## src/rtl/hazard_stall_ctrl.sv

```systemverilog
// Stall/flush control for the 5-stage pipeline: RAW Tuse/Tnew scoreboard for E/M plus optional MDU busy counter (HAZ_MDU_EN).
// Latency: stall/enables are combinational on the D-stage inputs; scoreboard and MDU counter update on each rising edge.
// Backpressure: a stall holds PC and IF_ID and turns the instruction entering E into a bubble.
module hazard_stall_ctrl #(
  parameter int MULT_CYCLES = 5,
  parameter int DIV_CYCLES  = 10
) (
  input  logic       clk,
  input  logic       reset,
  input  logic [4:0] rs_D,
  input  logic [4:0] rt_D,
  input  logic [1:0] tuse_rs_D,
  input  logic [1:0] tuse_rt_D,
  input  logic [4:0] a3_D,
  input  logic [1:0] tnew_D,
  input  logic       md_D,
  input  logic       md_start_D,
  input  logic       md_div_D,
  output logic       en_F,
  output logic       en_D,
  output logic       flush_E,
  output logic [4:0] a3_E,
  output logic [4:0] a3_M,
  output logic [1:0] tnew_E,
  output logic [1:0] tnew_M,
  output logic       md_busy
);

  logic hz_rs;
  logic hz_rt;
  logic md_stall;
  logic stall;

  // $0 is never a real dependency and Tuse 3 means the operand is not read.
  assign hz_rs = (rs_D != 5'd0) && (tuse_rs_D != 2'd3) &&
                 (((rs_D == a3_E) && (tnew_E > tuse_rs_D)) ||
                  ((rs_D == a3_M) && (tnew_M > tuse_rs_D)));
  assign hz_rt = (rt_D != 5'd0) && (tuse_rt_D != 2'd3) &&
                 (((rt_D == a3_E) && (tnew_E > tuse_rt_D)) ||
                  ((rt_D == a3_M) && (tnew_M > tuse_rt_D)));

  assign stall   = hz_rs | hz_rt | md_stall;
  assign en_F    = ~stall;
  assign en_D    = ~stall;
  assign flush_E = stall;

  always_ff @(posedge clk or negedge reset) begin
    if (!reset) begin
      a3_E   <= 5'd0;
      tnew_E <= 2'd0;
      a3_M   <= 5'd0;
      tnew_M <= 2'd0;
    end else begin
      a3_E   <= stall ? 5'd0 : a3_D;
      tnew_E <= stall ? 2'd0 : tnew_D;
      a3_M   <= a3_E;
      tnew_M <= (tnew_E == 2'd0) ? 2'd0 : tnew_E - 2'd1;
    end
  end

`ifdef HAZ_MDU_EN
  localparam int CW = $clog2(DIV_CYCLES + 1);
  logic [CW-1:0] md_cnt;

  // A start is only accepted when md_cnt is already zero, so load and decrement never overlap.
  always_ff @(posedge clk or negedge reset) begin
    if (!reset) begin
      md_cnt <= '0;
    end else if (!stall && md_start_D) begin
      md_cnt <= md_div_D ? CW'(DIV_CYCLES) : CW'(MULT_CYCLES);
    end else if (md_cnt != '0) begin
      md_cnt <= md_cnt - CW'(1);
    end
  end

  assign md_busy  = (md_cnt != '0);
  assign md_stall = md_D && md_busy;
`else
  logic unused_md;
  assign unused_md = ^{md_D, md_start_D, md_div_D};
  assign md_busy   = 1'b0;
  assign md_stall  = 1'b0;
`endif

endmodule

```

## config.mk

```make
export PLATFORM = sky130hd
export DESIGN_NAME = hazard_stall_ctrl
export DESIGN_NICKNAME = d
export VERILOG_FILES = /design/src/rtl/hazard_stall_ctrl.sv
export SDC_FILE = /design/constraint.sdc
export NUM_CORES = 1
export LEC_CHECK = 0
export CORE_ASPECT_RATIO = 2
export CORE_MARGIN = 2
export CORE_UTILIZATION = 23
export CTS_CLUSTER_SIZE = 14
export DETAILED_ROUTE_END_ITERATION = 16
export PLACE_DENSITY_LB_ADDON = 0.15
export SLEW_MARGIN = 20
export SYNTH_ARGS = -nofsm -noshare
export SYNTH_HDL_FRONTEND = slang
export SYNTH_SLANG_ARGS = --single-unit
```

## constraint.sdc

```tcl
create_clock -name clk -period 4.35 [get_ports clk]
set_input_delay 0.87 -clock clk [delete_from_list [all_inputs] [get_ports clk]]
set_output_delay 0.87 -clock clk [all_outputs]
set_load 0.005 [all_outputs]
```

==> metrics.md, run 1 <==
| Metric | Value |
|---|---|
| Setup_tns | 0 ns |
| Synth Area in XOR/XNOR | 19.4% |
| Mapped Nets | 119 |
| Routed Antenna Nets | 0 |
| Worst hold path class | register to register |
| Measured slew at the worst slew-check pin | 0.705 ns |
| Ys Warns | 0 |
| Number of placed I/O pins | 44 |
| Synth Area in Adders | 11.1% |
| Die footprint | 4480 sq um |
| Crit-path max FO | 3 |
| H-tree depth | 1 |
| Buffers plus inverters on the worst setup path | 3 |
| Total Routed Length | roughly 2600 um |
| Site Rows | 32 |
| Final period util | roughly 97% |
| Number of fill cells | 416 |
| RSZ-0062 raised after global routing | false |
| Via count | 786 |
| CTS tree | built |
| Power density over the cells | around 250 nW/um^2 |
| Core region area | 3800 sq um |
| Post-synthesis compound-gate area fraction | 7.62% |
| Num CTS Buffers | 3 |
| Relative slew slack | 52.9% |
| Worst-path clk slew | 0.05 ns |
| Pin count of the biggest net entering global routing | 15 |
| Max VDD drop | 0.235 mV |
| Endpoints failing hold | 0 |
| Clk buf depth | 2 |
| GPL Wtd Cong | 0.763 |
| IO buf count | 39 |
| Post-placement cell area | 1380 sq um |
| Routed length per placed instance | between 10 and 15 um |
| Cells after Synth | 85 |
| CP arrival | 3.35 ns |
| Post-Syn Area per Cell | between 10 and 15 sq um |
| Die Span Y | 92.6 um |
| P_leak | 0.615 nW |
| # hold bufs at CTS | 0 |
| Drt first pass iters | 4 |
| CP Capture Type | output pin |
| Final Critical Period | approximately 4.2 ns |
| Critical Path, Cell by Cell | clkdlybuf4s50_1 -> inv_1 -> ha_1 -> nand2_1 -> nand4_1 -> or4_4 -> a221oi_4 -> nor2_1 -> clkdlybuf4s50_1 |
| Biggest cell delay along the critical path | 0.55 ns |
| Die W | approximately 48 um |
| Post-synthesis mux area share | 0% |
| Post-synth cell types | 21 |
| Largest family of logic cells by synthesized area | XOR/XNOR gates |
| Post-route cell area | 1440 sq um |
| Clk_skew | roughly 0.0021 ns |
| Initial antenna violation count | 0 |
| Total global routing overflow | 0 |
| # setup viols final | 0 |
| Root Driver | clkbuf_8 |
| Status | finished, final reports clean |
| Synth Register Bits | 14 |
| Vias/cell | 4.27 |
| Worst path slowest cell | or4_4 |
| WP data required | 3.48 ns |
| DRC viols | 0 |
| Worst path most repeated cell | clkdlybuf4s50_1 |
| Share of cells above drive strength 1 | 10.5% |
| GRT Util Overall | 12.6% |
| Area Overhead vs Synth | 59.7% |
| Clk_lat worst skew | 0.24 ns |
| # nets final | 169 |
| Post-synthesis sequential area ratio | about two fifths |
| Simple-gate share of the synthesized area | 18.1% |
| Vias in the first global route | 899 |
| First-pass GRT wire length | 4250 um |
| Max Cap Viol | 0 |
| Critical path's top delay family | buffers and inverters |
| Fmax | 237 MHz |
| Ant diodes | 0 |
| Critical path launch point type | input pin |
| Worst setup path class | input pin to output pin |
| Pins over their slew limit | 0 |
| Synthesized area | 903 sq um |
| Starting DRC count in detailed routing | 17 |
| Final HPWL DP | 2210 um |
| Initial core utilization | 23.7% |
| CTS sink count | 14 |
-- sequential cells by signal, indices dropped and copies added, names as in the netlist --
name,flops
a3_E,5
tnew_E,2
tnew_M,2
a3_M,5
-- cell usage after synthesis (all sizes together) --
cell type,n,share of area [%]
o21ai,1,0.55
and2,1,0.69
a2111oi,1,0.97
nor3b,7,5.8
a21oi,4,2.2
nand2,4,1.7
or2,1,0.69
or4,5,5.0
inv,7,2.9
nor2,2,0.83
a221oi,1,2.9
o2111ai,1,0.97
nand4,3,2.1
dfrtp,14,39
xnor2,11,11
conb,1,0.42
nor2b,2,1.4
ha,8,11
buf,2,1.7
xor2,9,8.7
-- power breakdown --
part           switching, mW  total (mW)  internal [mW]
logic                 0.0381       0.102         0.0641
registers             0.0141       0.154          0.140
clock network         0.0419       0.103         0.0611
total                 0.0941       0.360          0.266
-- worst reg2reg max path, cell delays in order, from the launching register on --
cell and delay, ns:
dfrtp_1 0.40, inv_1 0.11, ha_1 0.24, nand2_1 0.07
nand4_1 0.10, or4_4 0.55, a221oi_4 0.35, buf_4 0.17
buf_4 0.09, buf_4 0.10, nor3b_1 0.04
-- final cells by class --
cell class	count	area [sq um]	share of cell area, %
Clock buffer	3	41.3	2.86
Multi-Input combinational cell	62	512	35.5
Inverter	7	26.3	1.82
Timing Repair Buffer	47	449	31.1
Sequential cell	14	350	24.3
Tap cell	51	63.8	4.42
-- per-layer routing --
layer,share of wire [%],GRT usage (%),up-vias
met3,4.8,2.58,4
met4,1.8,5.71,0
li1,-,-,388
met5,0,0,-
met2,61,26.3,24
met1,32,11.0,370
-- stage by stage --
| stage | power, mW | utilization, % | hold slack [ns] | setup WS (ns) | std cells |
|---|---|---|---|---|---|
| global placement | 0.259 | 36.3 | 0.459 | -0.0138 | 178 |
| detailed placement | 0.260 | 36.3 | 0.468 | -0.00511 | 178 |
| finish | 0.360 | 37.9 | 0.464 | 0.127 | 184 |
| floorplan | 0.195 | - | 0.447 | 0.943 | 85 |
| global route | 0.383 | 37.9 | 0.497 | 0.0162 | 184 |
| CTS | 0.367 | 37.5 | 0.475 | 0.0647 | 182 |
-- cell usage in the layout, fill, tap and decap left out, types with 2 or more instances in the layout --
cell type,netlist,layout
a21oi_1,4,4
buf_4,2,8
clkbuf_8,0,3
clkdlybuf4s50_1,0,38
dfrtp_1,14,14
ha_1,8,8
inv_1,7,7
nand2_1,4,4
nand4_1,3,3
nor2_1,2,2
nor2b_1,2,2
nor3b_1,7,7
or4_1,3,3
or4_4,2,2
xnor2_1,11,11
xor2_1,9,9
-- what timing repair did --
action | CTS | global route
setup endpoints to repair | 1 | 2
setup buffers | 1 | 2
pin swaps | 2 | 1
resized for setup | 1 | 0
-- cell families after synthesis --
group                    count (synthesis)
other                                    1
AO/OA/AOI/OAI                            8
adder cells (fa/ha/maj)                  8
flip-flops                              14
AND/OR/NAND/NOR                         25
XOR/XNOR                                20
buffers and inverters                    9
-- path summary, 6_finish.rpt --
kind | end | cells after the start | start | slack, ns
max | en_D | 9 | tuse_rs_D[1] | 0.13
min | tnew_M[0]$_DFF_PN0_ | 1 | tnew_E[0]$_DFF_PN0_ | 0.46
max reg2reg | tnew_E[1]$_DFF_PN0_ | 10 | tnew_E[0]$_DFF_PN0_ | 2.01
min reg2reg | tnew_M[0]$_DFF_PN0_ | 1 | tnew_E[0]$_DFF_PN0_ | 0.46
max in group asynchronous | a3_E[3]$_DFF_PN0_ | 1 | reset | 2.85
min in group asynchronous | tnew_M[0]$_DFF_PN0_ | 1 | reset | 1.05
Power figures use the tool's default switching activity.
==> inputs of run 2 (changes only) <==
--- a/config.mk
+++ b/config.mk
@@ -8,10 +8,11 @@
 export CORE_ASPECT_RATIO = 2
 export CORE_MARGIN = 2
 export CORE_UTILIZATION = 23
+export CTS_CLUSTER_DIAMETER = 40
 export CTS_CLUSTER_SIZE = 14
 export DETAILED_ROUTE_END_ITERATION = 16
 export PLACE_DENSITY_LB_ADDON = 0.15
-export SLEW_MARGIN = 20
+export SLEW_MARGIN = 5
 export SYNTH_ARGS = -nofsm -noshare
 export SYNTH_HDL_FRONTEND = slang
 export SYNTH_SLANG_ARGS = --single-unit
==> results of run 2 <==
No change in the layout: final DEF, timing and power equal those of run 1.
